File: src/rtl/multi_byte_add_ctrl_pkg.sv
// Shared types, default sizing and flag helpers for the multi-byte add controller.
package multi_byte_add_ctrl_pkg;

  typedef enum logic [1:0] {
    IDLE  = 2'd0,
    ISSUE = 2'd1,
    WAIT  = 2'd2,
    RESP  = 2'd3
  } state_e;

  localparam int unsigned DEF_DATA_WIDTH = 8;
  localparam int unsigned DEF_NUM_BYTES  = 4;
  localparam int unsigned DEF_TIMEOUT    = 15;

  // Two's-complement overflow: operands agree in sign but the sum does not.
  function automatic logic signed_ovf(input logic a_msb, input logic b_msb, input logic s_msb);
    return (a_msb == b_msb) && (s_msb != a_msb);
  endfunction

endpackage

File: src/rtl/multi_byte_add_timer.sv
// Loadable down-counter; last_o flags that the next decrement reaches zero.
module multi_byte_add_timer #(
  parameter int unsigned WIDTH = 4
) (
  input  logic             clk,
  input  logic             rst_n,
  input  logic             load_i,
  input  logic             dec_i,
  input  logic [WIDTH-1:0] load_val_i,
  output logic             last_o
);

  logic [WIDTH-1:0] count_q, count_d;

  // Load has priority over decrement; the counter saturates at zero.
  always_comb begin
    count_d = count_q;
    if (load_i) begin
      count_d = load_val_i;
    end else if (dec_i && (count_q != '0)) begin
      count_d = count_q - WIDTH'(1);
    end
  end

  // Counter register.
  always_ff @(posedge clk or negedge rst_n) begin
    if (!rst_n) begin
      count_q <= '0;
    end else begin
      count_q <= count_d;
    end
  end

  assign last_o = (count_q == WIDTH'(1));

endmodule

File: src/rtl/multi_byte_add_ctrl.sv
// Sequences a wide add/subtract as LSB-first byte operations on an external byte adder.
module multi_byte_add_ctrl
  import multi_byte_add_ctrl_pkg::*;
#(
  parameter int unsigned DATA_WIDTH = DEF_DATA_WIDTH,
  parameter int unsigned NUM_BYTES  = DEF_NUM_BYTES,
  parameter int unsigned TIMEOUT    = DEF_TIMEOUT
) (
  input  logic                            clk,
  input  logic                            rst_n,
  input  logic                            req_valid,
  output logic                            req_ready,
  input  logic [DATA_WIDTH*NUM_BYTES-1:0] req_a,
  input  logic [DATA_WIDTH*NUM_BYTES-1:0] req_b,
  input  logic                            req_cin,
  input  logic                            req_sub,
  output logic                            byte_start,
  output logic [DATA_WIDTH-1:0]           byte_a,
  output logic [DATA_WIDTH-1:0]           byte_b,
  output logic                            byte_cin,
  input  logic [DATA_WIDTH-1:0]           byte_sum,
  input  logic                            byte_cout,
  input  logic                            byte_done,
  output logic                            res_valid,
  input  logic                            res_ready,
  output logic [DATA_WIDTH*NUM_BYTES-1:0] res_sum,
  output logic                            res_cout,
  output logic                            res_ovf,
  output logic                            res_err
);

  localparam int unsigned W    = DATA_WIDTH * NUM_BYTES;
  localparam int unsigned IDXW = (NUM_BYTES > 1) ? $clog2(NUM_BYTES) : 1;
  localparam int unsigned TW   = $clog2(TIMEOUT + 1);
  localparam logic [IDXW-1:0] LAST_IDX = IDXW'(NUM_BYTES - 1);

  state_e          state_q, state_d;
  logic [IDXW-1:0] idx_q, idx_d;
  logic [W-1:0]    a_q, a_d;
  logic [W-1:0]    b_q, b_d;       // already inverted for subtract
  logic [W-1:0]    res_q, res_d;
  logic            carry_q, carry_d;
  logic            err_q, err_d;
  logic            timer_load, timer_dec, timer_last;
  logic            busy, take;

  // Byte views of the latched operands so the current byte is a plain array select.
  logic [DATA_WIDTH-1:0] a_bytes [NUM_BYTES];
  logic [DATA_WIDTH-1:0] b_bytes [NUM_BYTES];

  generate
    for (genvar gi = 0; gi < NUM_BYTES; gi++) begin : g_bytes
      assign a_bytes[gi] = a_q[gi*DATA_WIDTH +: DATA_WIDTH];
      assign b_bytes[gi] = b_q[gi*DATA_WIDTH +: DATA_WIDTH];
    end
  endgenerate

  multi_byte_add_timer #(.WIDTH(TW)) u_timer (
    .clk        (clk),
    .rst_n      (rst_n),
    .load_i     (timer_load),
    .dec_i      (timer_dec),
    .load_val_i (TW'(TIMEOUT)),
    .last_o     (timer_last)
  );

  assign busy = (state_q == ISSUE) || (state_q == WAIT);
  // A done is only meaningful while a byte operation is outstanding.
  assign take = busy && byte_done;

  // Next-state logic: request latch, byte sequencing, timeout and result capture.
  always_comb begin
    state_d    = state_q;
    idx_d      = idx_q;
    a_d        = a_q;
    b_d        = b_q;
    res_d      = res_q;
    carry_d    = carry_q;
    err_d      = err_q;
    timer_load = 1'b0;
    timer_dec  = 1'b0;
    byte_start = 1'b0;

    case (state_q)
      IDLE: begin
        if (req_valid) begin
          a_d     = req_a;
          b_d     = req_sub ? ~req_b : req_b;
          carry_d = req_sub ? 1'b1 : req_cin;
          idx_d   = '0;
          res_d   = '0;
          err_d   = 1'b0;
          state_d = ISSUE;
        end
      end
      ISSUE: begin
        byte_start = 1'b1;
        timer_load = 1'b1;
        if (!byte_done) begin
          state_d = WAIT;
        end
      end
      WAIT: begin
        if (!byte_done) begin
          timer_dec = 1'b1;
          if (timer_last) begin
            err_d   = 1'b1;
            state_d = RESP;
          end
        end
      end
      RESP: begin
        if (res_ready) begin
          state_d = IDLE;
        end
      end
      default: state_d = IDLE;
    endcase

    // Byte capture is shared by ISSUE (combinational responder) and WAIT.
    if (take) begin
      for (int i = 0; i < NUM_BYTES; i++) begin
        if (idx_q == IDXW'(i)) begin
          res_d[i*DATA_WIDTH +: DATA_WIDTH] = byte_sum;
        end
      end
      carry_d = byte_cout;
      if (idx_q == LAST_IDX) begin
        state_d = RESP;
      end else begin
        idx_d   = idx_q + IDXW'(1);
        state_d = ISSUE;
      end
    end
  end

  // State and datapath registers.
  always_ff @(posedge clk or negedge rst_n) begin
    if (!rst_n) begin
      state_q <= IDLE;
      idx_q   <= '0;
      a_q     <= '0;
      b_q     <= '0;
      res_q   <= '0;
      carry_q <= 1'b0;
      err_q   <= 1'b0;
    end else begin
      state_q <= state_d;
      idx_q   <= idx_d;
      a_q     <= a_d;
      b_q     <= b_d;
      res_q   <= res_d;
      carry_q <= carry_d;
      err_q   <= err_d;
    end
  end

  assign req_ready = (state_q == IDLE);
  assign byte_a    = busy ? a_bytes[idx_q] : '0;
  assign byte_b    = busy ? b_bytes[idx_q] : '0;
  assign byte_cin  = busy && carry_q;
  assign res_valid = (state_q == RESP);
  assign res_sum   = res_q;
  assign res_err   = res_valid && err_q;
  assign res_cout  = res_valid && !err_q && carry_q;
  assign res_ovf   = res_valid && !err_q && signed_ovf(a_q[W-1], b_q[W-1], res_q[W-1]);

endmodule

File: config.mk
export PLATFORM = sky130hd
export DESIGN_NAME = multi_byte_add_ctrl
export DESIGN_NICKNAME = d
export VERILOG_FILES = /design/src/rtl/multi_byte_add_ctrl_pkg.sv /design/src/rtl/multi_byte_add_timer.sv /design/src/rtl/multi_byte_add_ctrl.sv
export SDC_FILE = /design/constraint.sdc
export NUM_CORES = 1
export LEC_CHECK = 0
export ABC_AREA = 1
export CORE_MARGIN = 8
export CORE_UTILIZATION = 40
export CTS_BUF_LIST = sky130_fd_sc_hd__clkbuf_4 sky130_fd_sc_hd__clkbuf_8 sky130_fd_sc_hd__clkbuf_16
export DETAILED_ROUTE_END_ITERATION = 10
export GPL_ROUTABILITY_DRIVEN = 0
export GPL_TIMING_DRIVEN = 0
export PLACE_DENSITY = 0.7
export SETUP_SLACK_MARGIN = 0.02
export SYNTH_ARGS = -nofsm -noshare
export SYNTH_HDL_FRONTEND = slang
export SYNTH_HIERARCHICAL = 1
export SYNTH_SLANG_ARGS = --single-unit
File: constraint.sdc
create_clock -name clk -period 1.7 [get_ports clk]
set_clock_uncertainty 0.2 [all_clocks]
set_input_delay 0.425 -clock clk [delete_from_list [all_inputs] [get_ports clk]]
set_output_delay 0.425 -clock clk [all_outputs]
set_load 0.005 [all_outputs]
==> run_results.csv <==
group,metric,value,unit
logic_synthesis,async_flop_share,100,%
global_routing,grt_pass1_wl,26000,µm
routing,ant_nets,0,
worst_setup_path,cp_max_fo,5,
routing,drc,0,
global_routing,grt_max_degree,68,
power,clockPowerShare,14.2,%
timing,worst_pin_slew,0.546,ns
clock_network,clk_path_buf_depth,2,
worst_setup_path,worstSetupPathType,"flip-flop to output pin",
outcome,status,"complete, but fails checks",
timing,period_share,135,%
routing,dr.pass1.iters,4,
timing,slew_violations,0,
global_routing,overflow,0,
routing,dr_total_vias,4640,
clock_network,numCtsBuffers,9,
cells_and_area,drive_gt1_share,31.9,%
floorplan,io_pins,135,
logic_synthesis,synth_area_leaders,"dfrtp_1 (50%), mux2_2 (6.5%), o21ai_0 (5.9%), xnor2_1 (5.2%), nor2_1 (5.1%)",
outcome,violations,"setup timing",
logic_synthesis,yosysTopAreaCell,"dfrtp_1",
cells_and_area,num_antenna_cells,0,
logic_synthesis,netlist_area,5360,µm²
power,seqPwrFrac,31.1,%
routing,wl_per_cell,18.2,µm
logic_synthesis,yosysMostFrequentCell,"dfrtp_1",
timing,slew_headroom,63.6,%
floorplan,die_w,132,µm
power,power.switching,5490,µW
routing,wirelength,16900,µm
power,p_per_area,1740,nW/µm²
logic_synthesis,synth_common_cells,"dfrtp_1 (106), nor2_1 (73), o21ai_0 (63), nand2_1 (57), nand3_1 (36)",
routing,vias_per_cell,5.02,
cells_and_area,nets,835,
clock_network,path_clk_slew,0.07,ns
global_routing,grtUsageMet2,32.0,%
worst_setup_path,critPathLaunchType,"flip-flop",
power,intPower,8460,µW
timing,setup_viol,58,
cells_and_area,finish.utilization,61.0,%
clock_network,worstSkewPairLatency,0.35,ns
timing,fmax,435,MHz
logic_synthesis,synth.top_cell.area_share,49.5,%
timing,rsz0062_at_grt,"yes",
logic_synthesis,ys_warn_count,6,
timing,whs,0.239,ns
clock_network,h-tree-depth,3,
timing,tns,-13.09,ns
timing,finalHoldViolCount,0,
logic_synthesis,yosysSeqAreaShare,49.5,%
clock_network,root_buffer,"clkbuf_16",
timing,setup_ws,-0.600,ns
floorplan,start_util,40.8,%
global_routing,use_met1,22.4,%
floorplan,core,13100,µm²
power,p_leak,0.00365,µW
worst_setup_path,cp.required,1.07,ns
logic_synthesis,synth_seq_cells,106,
power,power_frac_comb,54.7,%
floorplan,rows,42,
logic_synthesis,synth_edf_count,0,
clock_network,cts_sinks,106,
placed_design,io_buffers,133,
floorplan,die_y,132,µm
global_routing,use_met3,6.25,%
floorplan,die_area,17400,µm²
timing,period_minus_slack,2.30,ns
global_routing,track_usage,18.7,%
logic_synthesis,synthFlopType,"dfrtp_1",
routing,dr.first_iter.drc_count,327,
cells_and_area,area_growth,49.5,%
global_routing,top_usage_layer,"met2",
worst_setup_path,arrival,1.67,ns
placed_design,dp_slack,-0.795,ns
flow_run,drv_cap,0,
clock_network,cts_tree,"done",
power,peakVddDrop,0.748,mV
worst_setup_path,endpoint_kind,"output pin",
logic_synthesis,avgSynthCellArea,9.62,µm²
global_routing,antenna_found_initial,0,
worst_hold_path,hold_path_class,"input port to flip-flop",
logic_synthesis,synth_cell_types,31,
placed_design,post-dp-hpwl,12000,µm
power,switching_share,39.4,%
global_routing,first_global_vias,4866,
logic_synthesis,syn-instance-count,557,
sequential cells by signal (all words and copies together), names as in the netlist:
signal	count
a_q	32
b_q	32
carry_q	1
err_q	1
idx_q	2
res_sum	32
state_q	2
u_timer/count_q	4
kinds of logic after synthesis:
| kind of cell | Yosys count | synth area share (%) |
|---|---|---|
| buf+inv | 64 | 7.03 |
| mux | 31 | 6.52 |
| simple gates | 186 | 15.8 |
| fa+ha+maj | 10 | 2.34 |
| xor+xnor | 33 | 5.40 |
| compound gates | 126 | 13.3 |
| flops | 106 | 49.5 |
| other cells | 1 | 0.0700 |
routing by layer:
layer	up-vias	part of all wire (%)
met5	-	0
met4	0	0.88
met3	15	6.9
met2	134	51
met1	2279	41
li1	2212	-
final timing paths:
kind,slack [ns],startpoint,end,cells after the start
setup / recovery,-0.60,state_q[1],byte_a[4],7
hold / removal,0.24,req_sub,b_q[22],3
setup reg to reg,-0.12,state_q[1],res_sum[30],10
hold reg to reg,0.28,b_q[15],b_q[15],2
max in group asynchronous,0.16,rst_n,u_timer/count_q[2],3
min in group asynchronous,0.40,rst_n,res_sum[22],2
power groups by stage:
| stage | sequential (µW) | combinational [µW] | clock [µW] |
|---|---|---|---|
| final | 4340 | 7630 | 1980 |
| after global placement | 4300 | 6080 | 0 |
| after global routing | 4470 | 8250 | 2120 |
| after detailed placement | 4330 | 6260 | 0 |
| after CTS | 4290 | 6980 | 2010 |
| after floorplan | 4180 | 3710 | 0 |
cells in the final DEF (no fill, tap or decap), types with 15 or more instances in the layout:
cell,netlist,final
o21ai_0,63,39
buf_4,9,28
o21ai_1,21,28
nand2_1,57,53
nand3_1,36,28
inv_1,29,24
dlygate4sd2_1,0,22
clkdlybuf4s50_1,0,77
xnor2_1,32,32
buf_2,8,23
buf_6,11,23
nor2_1,73,70
dfrtp_1,106,106
nand3_2,7,15
o21ai_2,19,35
mux2_2,31,31
cell type report:
type                    count  area, µm²
flip-flops and latches    106       2650
inverters                  31        146
multi-input cells         390       2700
well taps                 176        220
fillers                  1094       5130
repair buffers            173       1650
plain buffers              33        359
repair inverters            1       8.76
clock inverters             3       15.0
clock buffers              12        260
metrics by stage:
stage / power [µW] / instance area [µm²] / cells
after floorplan: 7890 / 5430 / 560
after global placement: 10400 / 6980 / 869
after detailed placement: 10600 / 7010 / 870
after CTS: 13300 / 7630 / 912
after global routing: 14800 / 8010 / 925
final: 13900 / 8010 / 925
worst max-delay path, cell delays in order (launching register included):
cell,delay (ns)
dfrtp_1,0.38
inv_2,0.07
ha_4,0.28
buf_12,0.12
clkinv_8,0.07
buf_12,0.15
a21oi_4,0.13
buf_2,0.13
repair_timing:
| item | in CTS | in global routing |
|---|---|---|
| gates resized for setup | 181 | 92 |
| hold endpoints to repair | 39 | 0 |
| setup endpoints to repair | 135 | 132 |
| gates cloned | 6 | 2 |
| setup buffers | 20 | 12 |
| hold buffers | 1 | 0 |
| pin swaps | 9 | 14 |
No activity file was read; power rests on OpenSTA's default activity.
